[src/rtl/vga_sprite_scheduler.sv]
// vga_sprite_scheduler: scans the sprite table for the next scanline, fetches
// pattern rows into shadow slots and commits them atomically on line_start.
module vga_sprite_scheduler #(
    parameter int NUM_SPRITES = 8,
    parameter int NUM_SLOTS   = 3,
    parameter int IDX_W       = 3
) (
    input  logic                    clk,
    input  logic                    reset,
    input  logic                    line_start,
    input  logic [9:0]              next_line_y,
    input  logic                    cfg_we,
    input  logic [IDX_W-1:0]        cfg_index,
    input  logic                    cfg_enable,
    input  logic [9:0]              cfg_x,
    input  logic [9:0]              cfg_y,
    input  logic [5:0]              cfg_size,
    input  logic [1:0]              cfg_vshift,
    input  logic [3:0]              cfg_pattern,
    output logic [7:0]              pat_addr,
    input  logic [31:0]             pat_data,
    output logic [NUM_SLOTS-1:0]    slot_valid,
    output logic [32*NUM_SLOTS-1:0] slot_pixels,
    output logic [6*NUM_SLOTS-1:0]  slot_size,
    output logic [10*NUM_SLOTS-1:0] slot_start,
    output logic                    scan_busy,
    output logic                    overflow
);

    localparam int CNT_W = $clog2(NUM_SLOTS + 1);
    localparam logic [CNT_W-1:0] SLOTS_C = CNT_W'(NUM_SLOTS);
    localparam logic [IDX_W-1:0] LAST_C  = IDX_W'(NUM_SPRITES - 1);

    typedef enum logic [1:0] {IDLE, SCAN, FETCH, CAPTURE} state_t;

    typedef struct packed {
        logic       valid;
        logic [31:0] pixels;
        logic [5:0] size;
        logic [9:0] start;
    } slot_t;

    localparam slot_t SLOT_EMPTY = '{valid: 1'b0, pixels: 32'h0,
                                     size: 6'h0, start: 10'h3FF};

    logic       ten_q  [NUM_SPRITES];
    logic [9:0] tx_q   [NUM_SPRITES];
    logic [9:0] ty_q   [NUM_SPRITES];
    logic [5:0] tsz_q  [NUM_SPRITES];
    logic [1:0] tvs_q  [NUM_SPRITES];
    logic [3:0] tpat_q [NUM_SPRITES];

    state_t           state_q, state_d;
    logic [IDX_W-1:0] idx_q, idx_d;
    logic [9:0]       liney_q, liney_d;
    logic [CNT_W-1:0] cnt_q, cnt_d;
    logic [7:0]       addr_q, addr_d;
    logic [9:0]       lx_q, lx_d;
    logic [5:0]       lsz_q, lsz_d;
    logic             ovf_q, ovf_d;
    slot_t            sh_q  [NUM_SLOTS];
    slot_t            sh_d  [NUM_SLOTS];
    slot_t            out_q [NUM_SLOTS];
    slot_t            out_d [NUM_SLOTS];

    logic [10:0] dy;
    logic [10:0] height;
    logic        hit;
    logic [3:0]  row;
    logic        last;

    always_ff @(posedge clk) begin
        if (reset) begin
            for (int i = 0; i < NUM_SPRITES; i++) begin
                ten_q[i]  <= 1'b0;
                tx_q[i]   <= '0;
                ty_q[i]   <= '0;
                tsz_q[i]  <= '0;
                tvs_q[i]  <= '0;
                tpat_q[i] <= '0;
            end
        end else if (cfg_we) begin
            ten_q[cfg_index]  <= cfg_enable;
            tx_q[cfg_index]   <= cfg_x;
            ty_q[cfg_index]   <= cfg_y;
            tsz_q[cfg_index]  <= cfg_size;
            tvs_q[cfg_index]  <= cfg_vshift;
            tpat_q[cfg_index] <= cfg_pattern;
        end
    end

    // Hit test in 11 bits so a sprite above the line never wraps into view.
    always_comb begin
        dy     = {1'b0, liney_q} - {1'b0, ty_q[idx_q]};
        height = 11'd16 << tvs_q[idx_q];
        hit    = ten_q[idx_q] && (liney_q >= ty_q[idx_q]) && (dy < height);
        row    = dy[3:0];
        unique case (tvs_q[idx_q])
            2'd0: row = dy[3:0];
            2'd1: row = dy[4:1];
            2'd2: row = dy[5:2];
            2'd3: row = dy[6:3];
            default: row = dy[3:0];
        endcase
        last = (idx_q == LAST_C);
    end

    always_comb begin
        state_d = state_q;
        idx_d   = idx_q;
        liney_d = liney_q;
        cnt_d   = cnt_q;
        addr_d  = addr_q;
        lx_d    = lx_q;
        lsz_d   = lsz_q;
        ovf_d   = ovf_q;
        sh_d    = sh_q;
        out_d   = out_q;
        if (line_start) begin
            // Commit only finished captures; any fetch in flight is dropped.
            out_d = sh_q;
            for (int k = 0; k < NUM_SLOTS; k++) begin
                sh_d[k] = SLOT_EMPTY;
            end
            cnt_d   = '0;
            idx_d   = '0;
            liney_d = next_line_y;
            state_d = SCAN;
        end else begin
            unique case (state_q)
                IDLE: ;
                SCAN: begin
                    if (hit && (cnt_q < SLOTS_C)) begin
                        addr_d  = {tpat_q[idx_q], row};
                        lx_d    = tx_q[idx_q];
                        lsz_d   = tsz_q[idx_q];
                        state_d = FETCH;
                    end else begin
                        if (hit) begin
                            ovf_d = 1'b1;
                        end
                        idx_d   = idx_q + 1'b1;
                        state_d = last ? IDLE : SCAN;
                    end
                end
                FETCH: state_d = CAPTURE;
                CAPTURE: begin
                    sh_d[cnt_q] = '{valid: 1'b1, pixels: pat_data,
                                    size: lsz_q, start: lx_q};
                    cnt_d   = cnt_q + 1'b1;
                    idx_d   = idx_q + 1'b1;
                    state_d = last ? IDLE : SCAN;
                end
                default: state_d = IDLE;
            endcase
        end
    end

    always_ff @(posedge clk) begin
        if (reset) begin
            state_q <= IDLE;
            idx_q   <= '0;
            liney_q <= '0;
            cnt_q   <= '0;
            addr_q  <= '0;
            lx_q    <= '0;
            lsz_q   <= '0;
            ovf_q   <= 1'b0;
            for (int k = 0; k < NUM_SLOTS; k++) begin
                sh_q[k]  <= SLOT_EMPTY;
                out_q[k] <= SLOT_EMPTY;
            end
        end else begin
            state_q <= state_d;
            idx_q   <= idx_d;
            liney_q <= liney_d;
            cnt_q   <= cnt_d;
            addr_q  <= addr_d;
            lx_q    <= lx_d;
            lsz_q   <= lsz_d;
            ovf_q   <= ovf_d;
            sh_q    <= sh_d;
            out_q   <= out_d;
        end
    end

    always_comb begin
        slot_valid  = '0;
        slot_pixels = '0;
        slot_size   = '0;
        slot_start  = '0;
        for (int k = 0; k < NUM_SLOTS; k++) begin
            slot_valid[k]          = out_q[k].valid;
            slot_pixels[32*k +: 32] = out_q[k].pixels;
            slot_size[6*k +: 6]     = out_q[k].size;
            slot_start[10*k +: 10]  = out_q[k].start;
        end
    end

    assign pat_addr  = addr_q;
    assign scan_busy = (state_q != IDLE);
    assign overflow  = ovf_q;

endmodule
[config.mk]
export PLATFORM = sky130hd
export DESIGN_NAME = vga_sprite_scheduler
export DESIGN_NICKNAME = d
export VERILOG_FILES = /design/src/rtl/vga_sprite_scheduler.sv
export SDC_FILE = /design/constraint.sdc
export NUM_CORES = 1
export LEC_CHECK = 0
export CORE_MARGIN = 2
export CORE_UTILIZATION = 57
export CTS_CLUSTER_DIAMETER = 50
export DETAILED_ROUTE_END_ITERATION = 10
export PLACE_DENSITY = 0.91
export SLEW_MARGIN = 0
export SYNTH_ARGS = -nofsm -noshare
export SYNTH_HDL_FRONTEND = slang
export SYNTH_SLANG_ARGS = --single-unit
[constraint.sdc]
create_clock -name clk -period 6.35 [get_ports clk]
set_input_delay 1.27 -clock clk [delete_from_list [all_inputs] [get_ports clk]]
set_output_delay 1.27 -clock clk [all_outputs]
set_load 0.01 [all_outputs]
==> flow_summary.ini, run 1 <==
[setup_path]
critPathLaunchType = flip-flop
crit_type = reg -> reg
slowest_stage = or4b_1
path_max_fanout = 20
critPathCaptureType = flip-flop
crit_arrival_ns = 5.89
worstPathRequired_ns = 6.85
max_stage_delay_ns = 0.60
cp_cell_sequence = buf_4 > mux4_2 > mux2i_1 > ha_1 > a21oi_1 > nand2_1 > o21ai_0 > nand2b_1 > a21oi_1 > xnor2_1 > ha_1 > or3_1 > nor3b_1 > or4b_1 > nor3_4 > buf_4 > mux2_2

[routing]
drc = 0
drt_wl_total_um = 63100
wl_per_cell_um = 22.0
drt_iter0_drc = 1773
firstDrtPassIters = 5
ant_nets = 0
num_vias = 17100
avgViaCountPerCell = 5.95

[grt]
grt_pass1_vias = 17500
antenna_found_initial = 7
grt_pass1_wl_um = 96500
grtUsageTotal_pct = 28.2
grt-ovfl-total = 0
grt_max_degree = 95

[clocking]
cts_buffers = 59
ctsLongestPathBuffers = 3
clock-sinks = 603
cts_tree = done
ctsResizeCount = 0
clock_latency_ns = 0.64
holdBufCountCts = 0
clk_pin_slew_ns = 0.06
post-cts-setup-buffers = 0
htree_levels = 2
cts-root-buf = clkbuf_16

[synth]
yosys.area_share.simple_pct = 16.8
synth_top_area_share_pct = 32.4
synth_cell_types = 49
yosys_register_bits = 603
synth_area_leaders = edfxtp_1, dfxtp_1, mux2i_1
synth_top_family_by_area = simple AND/OR/NAND/NOR gates
synth_area_um2 = 24400
syn_inst = 2105
synth_compound_gate_area_share_pct = 3.87
synth_area_leader_cell = edfxtp_1
yosysSeqAreaShare_pct = 60.2
synth_edf_count = 264
synth_async_sr_flop_share_pct = 0
synth-adder-area-share_pct = 1.36
ys_warn_count = 0
ys.flop_type = dfxtp_1
synth-xor-area-share_pct = 0.215
yosys-mux-area-fraction_pct = 15.1
synth_nets = 2213
synth.avg_cell_area_um2 = 11.6

[floorplanning]
start_util_pct = 58.0
coreArea_um2 = 42100
dieArea_um2 = 44600
dieHeight_um = 211
io_pins = 239
rows = 75
die_w_um = 211

[pwr]
ir_drop_mv = 0.209
powerDensity_nw_per_um2 = 283
finalPower_w = 0.00825
leakage_nw = 10.7

[sta]
rsz0062_at_grt = false
tightest_slew_ns = 1.24
timing.fmax_mhz = 186
finalHoldViolCount = 0
setup_violations = 0
clock-skew-final_ns = 0.0293
fin_crit_ns = 5.39
fin_tns_setup_ns = 0
period_share_pct = 84.9
relSlewSlack_pct = 17.3
drv_slew = 0

[placement]
dpl-instance-area_um2 = 27200
io_buffers = 238
place.detailed.hpwl_um = 37500
gp_congestion = 0.800

[cells_and_area]
drive_above_1_share_pct = 10.1
n_antenna_cell = 0
syn_to_final_growth_pct = 19.2
fin_area_um2 = 29100
fin_nets = 2392

[status]
outcome = finished clean

[worst_hold_path]
hp-class = reg -> reg

[job]
cap_violations = 0
==> cells in the mapped netlist, types with 25 or more instances <==
cell type and count:
nand3_1 38, and2_1 268, nor2_1 170, edfxtp_1 264
nand2_1 329, mux4_2 66, ha_1 25, dfxtp_1 339
buf_1 37, a21oi_1 123, mux2i_1 195, clkbuf_1 104
==> area by class of cell <==
| class | count | area [um^2] |
|---|---|---|
| repair buffers | 263 | 2570 |
| fillers | 2706 | 13000 |
| multi-input cells | 1347 | 9220 |
| clock inverters | 27 | 275 |
| well taps | 539 | 674 |
| flip-flops and latches | 603 | 14700 |
| clock buffers | 80 | 1650 |
| inverters | 10 | 37.5 |
==> path summary, 6_finish.rpt <==
path | startpoint | to | slack, ns | depth (start not counted)
hold reg to reg | sh_q[109] | sh_q[109] | 0.46 | 2
setup reg to reg | flip-flop | pat_addr[7] | 0.96 | 17
hold / removal | sh_q[109] | sh_q[109] | 0.46 | 2
setup / recovery | flip-flop | pat_addr[7] | 0.96 | 17
==> state kept, by name, indices dropped and copies added, names as in the netlist, 18 cells and up, named ones only <==
register     count
tsz_q           48
sh_q           147
tx_q            80
slot_size       18
tpat_q          32
slot_pixels     96
ty_q            80
slot_start      30
==> cell usage in the layout (no fill, tap or decap), types with 5 or more instances in the layout <==
master and count:
a21oi_1 123, a31oi_1 5, and2_1 265, buf_4 25
clkbuf_1 11, clkbuf_16 60, clkbuf_8 8, clkdlybuf4s50_1 236
clkinv_2 12, dfxtp_1 337, edfxtp_1 264, ha_1 25
inv_1 9, mux2_2 23, mux2i_1 195, mux4_2 66
nand2_1 326, nand2b_1 5, nand3_1 38, nor2_1 166
nor2b_1 22, o21ai_0 7, o21ai_2 6, or3_1 6
==> through the flow <==
| step | util [%] | instances | setup WS, ns | hold slack [ns] |
|---|---|---|---|---|
| 2_1_floorplan | - | 2105 | 1.15 | 0.436 |
| 3_3_place_gp | 64.6 | 2762 | 1.12 | 0.441 |
| 3_5_place_dp | 64.6 | 2762 | 0.979 | 0.447 |
| 4_1_cts | 69.2 | 2869 | 0.952 | 0.456 |
| 5_1_grt | 69.2 | 2869 | 0.570 | 0.471 |
| 6_report | 69.2 | 2869 | 0.961 | 0.456 |
==> layer usage <==
metal	up-vias	GRT usage [%]	wire length (um)
met2	854	48.0	31200
met4	14	13.2	2470
met5	-	0	87
li1	7620	-	-
met1	8400	33.5	23600
met3	187	7.21	5780
==> where the power goes <==
| part | internal [W] | total (W) | leakage (nW) | switching [W] |
|---|---|---|---|---|
| sequential | 0.00416 | 0.00421 | 5.27 | 0.0000476 |
| combinational | 0.000230 | 0.000556 | 4.45 | 0.000325 |
| clock | 0.00199 | 0.00349 | 0.955 | 0.00150 |
==> logic make-up after synthesis <==
logic type / after synthesis
adders and majority gates: 26
and+or+nand+nor: 862
buffers and inverters: 155
AOI/OAI and AO/OA: 169
muxes: 284
xor gates and xnor gates: 6
DFF: 603
==> worst max-delay path, delay by kind of cell, from the launching register on <==
family          cells  cell delay [ns]
compound gates      3             0.74
xor+xnor            1             0.08
fa+ha+maj           2             0.53
buf+inv             2             0.59
flops               1             0.55
mux                 3             1.19
simple gates        6             1.58
(Power assumes the default switching activity.)
==> inputs of run 2 (changes only) <==
--- a/config.mk
+++ b/config.mk
@@ -6,10 +6,10 @@
 export NUM_CORES = 1
 export LEC_CHECK = 0
 export CORE_MARGIN = 2
-export CORE_UTILIZATION = 57
+export CORE_UTILIZATION = 52
 export CTS_CLUSTER_DIAMETER = 50
 export DETAILED_ROUTE_END_ITERATION = 10
-export PLACE_DENSITY = 0.91
+export PLACE_DENSITY = 0.88
 export SLEW_MARGIN = 0
 export SYNTH_ARGS = -nofsm -noshare
 export SYNTH_HDL_FRONTEND = slang
==> constraint.sdc (replaced) <==
create_clock -name clk -period 4.35 [get_ports clk]
set_input_delay 0.87 -clock clk [delete_from_list [all_inputs] [get_ports clk]]
set_output_delay 0.87 -clock clk [all_outputs]
set_load 0.01 [all_outputs]
==> flow_summary.ini, run 2 (same netlist as run 1, synthesis figures left out) <==
[setup_path]
worstPathRequired_ns = 4.84
critPathLaunchType = flip-flop
path_buf_inv = 4
slowest_stage = mux4_2
crit_type = reg -> reg
crit_family = multiplexers
crit_arrival_ns = 4.93
max_stage_delay_ns = 0.51
cp_cell_sequence = buf_12 > mux4_2 > mux2i_2 > ha_1 > buf_4 > a211oi_2 > o21ai_1 > xor2_1 > ha_1 > o21ai_0 > a21oi_2 > or4b_4 > nor3_4 > buf_12 > buf_6 > mux2_2
critPathCaptureType = flip-flop
path_max_fanout = 8

[floorplanning]
start_util_pct = 52.6
rows = 79
coreArea_um2 = 46500
dieArea_um2 = 48800
dieHeight_um = 221
io_pins = 239
die_w_um = 221

[grt]
grt_max_degree = 174
grt_pass1_wl_um = 95600
grt-ovfl-total = 0
grtUsageTotal_pct = 24.8
grt_pass1_vias = 17300
antenna_found_initial = 3

[sta]
tightest_slew_ns = 1.23
setup_violations = 20
timing.fmax_mhz = 225
drv_slew = 0
fin_crit_ns = 4.44
rsz0062_at_grt = true
finalHoldViolCount = 0
relSlewSlack_pct = 17.7
clock-skew-final_ns = 0.0157
period_share_pct = 102
fin_ws_ns = -0.0877

[cells_and_area]
fin_nets = 2425
largest_reg_flops = 147
syn_to_final_growth_pct = 21.7
final_cell_mix = dfxtp_1, nand2_1, and2_1
largest_register = sh_q
final_common_cell = dfxtp_1
drive_above_1_share_pct = 12.1

[routing]
firstDrtPassIters = 7
drt_wl_total_um = 62500
num_vias = 16900
drc = 0
ant_nets = 0
drt_iter0_drc = 1418
avgViaCountPerCell = 5.68
wl_per_cell_um = 21.0

[placement]
io_buffers = 238
gp_congestion = 0.857
place.detailed.hpwl_um = 37300
place_ws_ns = -0.201

[pwr]
leakage_nw = 10.9
powerDensity_nw_per_um2 = 407
finalPower_w = 0.0121
ir_drop_mv = 0.331

[worst_hold_path]
min_from = sh_q[116]
hp-class = reg -> reg

[clocking]
htree_levels = 2
cts_buffers = 60
cts_tree = done
ctsLongestPathBuffers = 3
clock-sinks = 603
clock_latency_ns = 0.61
clk_pin_slew_ns = 0.06
cts-root-buf = clkbuf_16

[job]
cap_violations = 0

[status]
outcome = finished, violations left
violations = setup timing
## run 2: changes by cell type in the layout (fill, tap and decap cells not counted), moves of 7 or more
cell,delta
buf_12,+7
mux2_2,-10
buf_4,+20
mux2_4,+10
## run 2: worst paths after layout
| path | endpoint | cells past startpoint | slack [ns] |
|---|---|---|---|
| max | lx_q[0] | 16 | -0.09 |
| min | sh_q[116] | 2 | 0.45 |
| max reg2reg | lx_q[0] | 16 | -0.09 |
| min reg2reg | sh_q[116] | 2 | 0.45 |
## run 2: per-stage QoR
step | hold WS, ns | std cells | setup TNS (ns) | cell area [um^2] | util (%)
detailed placement | 0.448 | 2851 | -4.11 | 27600 | 59.3
finish | 0.453 | 2972 | -1.33 | 29800 | 64.0
global route | 0.468 | 2971 | -5.20 | 29800 | 64.0
global placement | 0.441 | 2851 | -1.09 | 27600 | 59.3
floorplan | 0.436 | 2105 | -1.63 | 24500 | -
CTS | 0.456 | 2959 | 0 | 29500 | 63.5
## run 2: worst min-delay path, delay by kind of cell, from the launching register on
kind,cells,cell delay (ns)
flip-flops,1,0.31
AND/OR/NAND/NOR,1,0.05
AO/OA/AOI/OAI,1,0.05
## run 2: timing repair
| action | 4_1_cts | 5_1_grt |
|---|---|---|
| setup endpoints to repair | 24 | 30 |
| pin swaps | 1 | 11 |
| resized for setup | 3 | 27 |
| hold buffers | 0 | 0 |
| buffers inserted | 0 | 8 |
| cloned | 0 | 3 |
## run 2: final cells by class
class / instances / area, um^2
flip-flops and latches: 603 / 14700
clock buffers: 90 / 1780
clock inverters: 18 / 173
multi-input cells: 1347 / 9330
diodes: 2 / 5.00
fillers: 3325 / 16700
well taps: 607 / 759
inverters: 10 / 37.5
repair buffers: 295 / 2950
## run 2: power breakdown
part           internal [W]  switching, W
registers           0.00608     0.0000651
logic              0.000394      0.000496
clock network       0.00294       0.00213
## run 2: per-layer routing
layer	wire (um)	track usage, %
met2	31200	42.5
met3	4910	5.15
met5	25	0
met4	2090	10.5
met1	24300	30.6
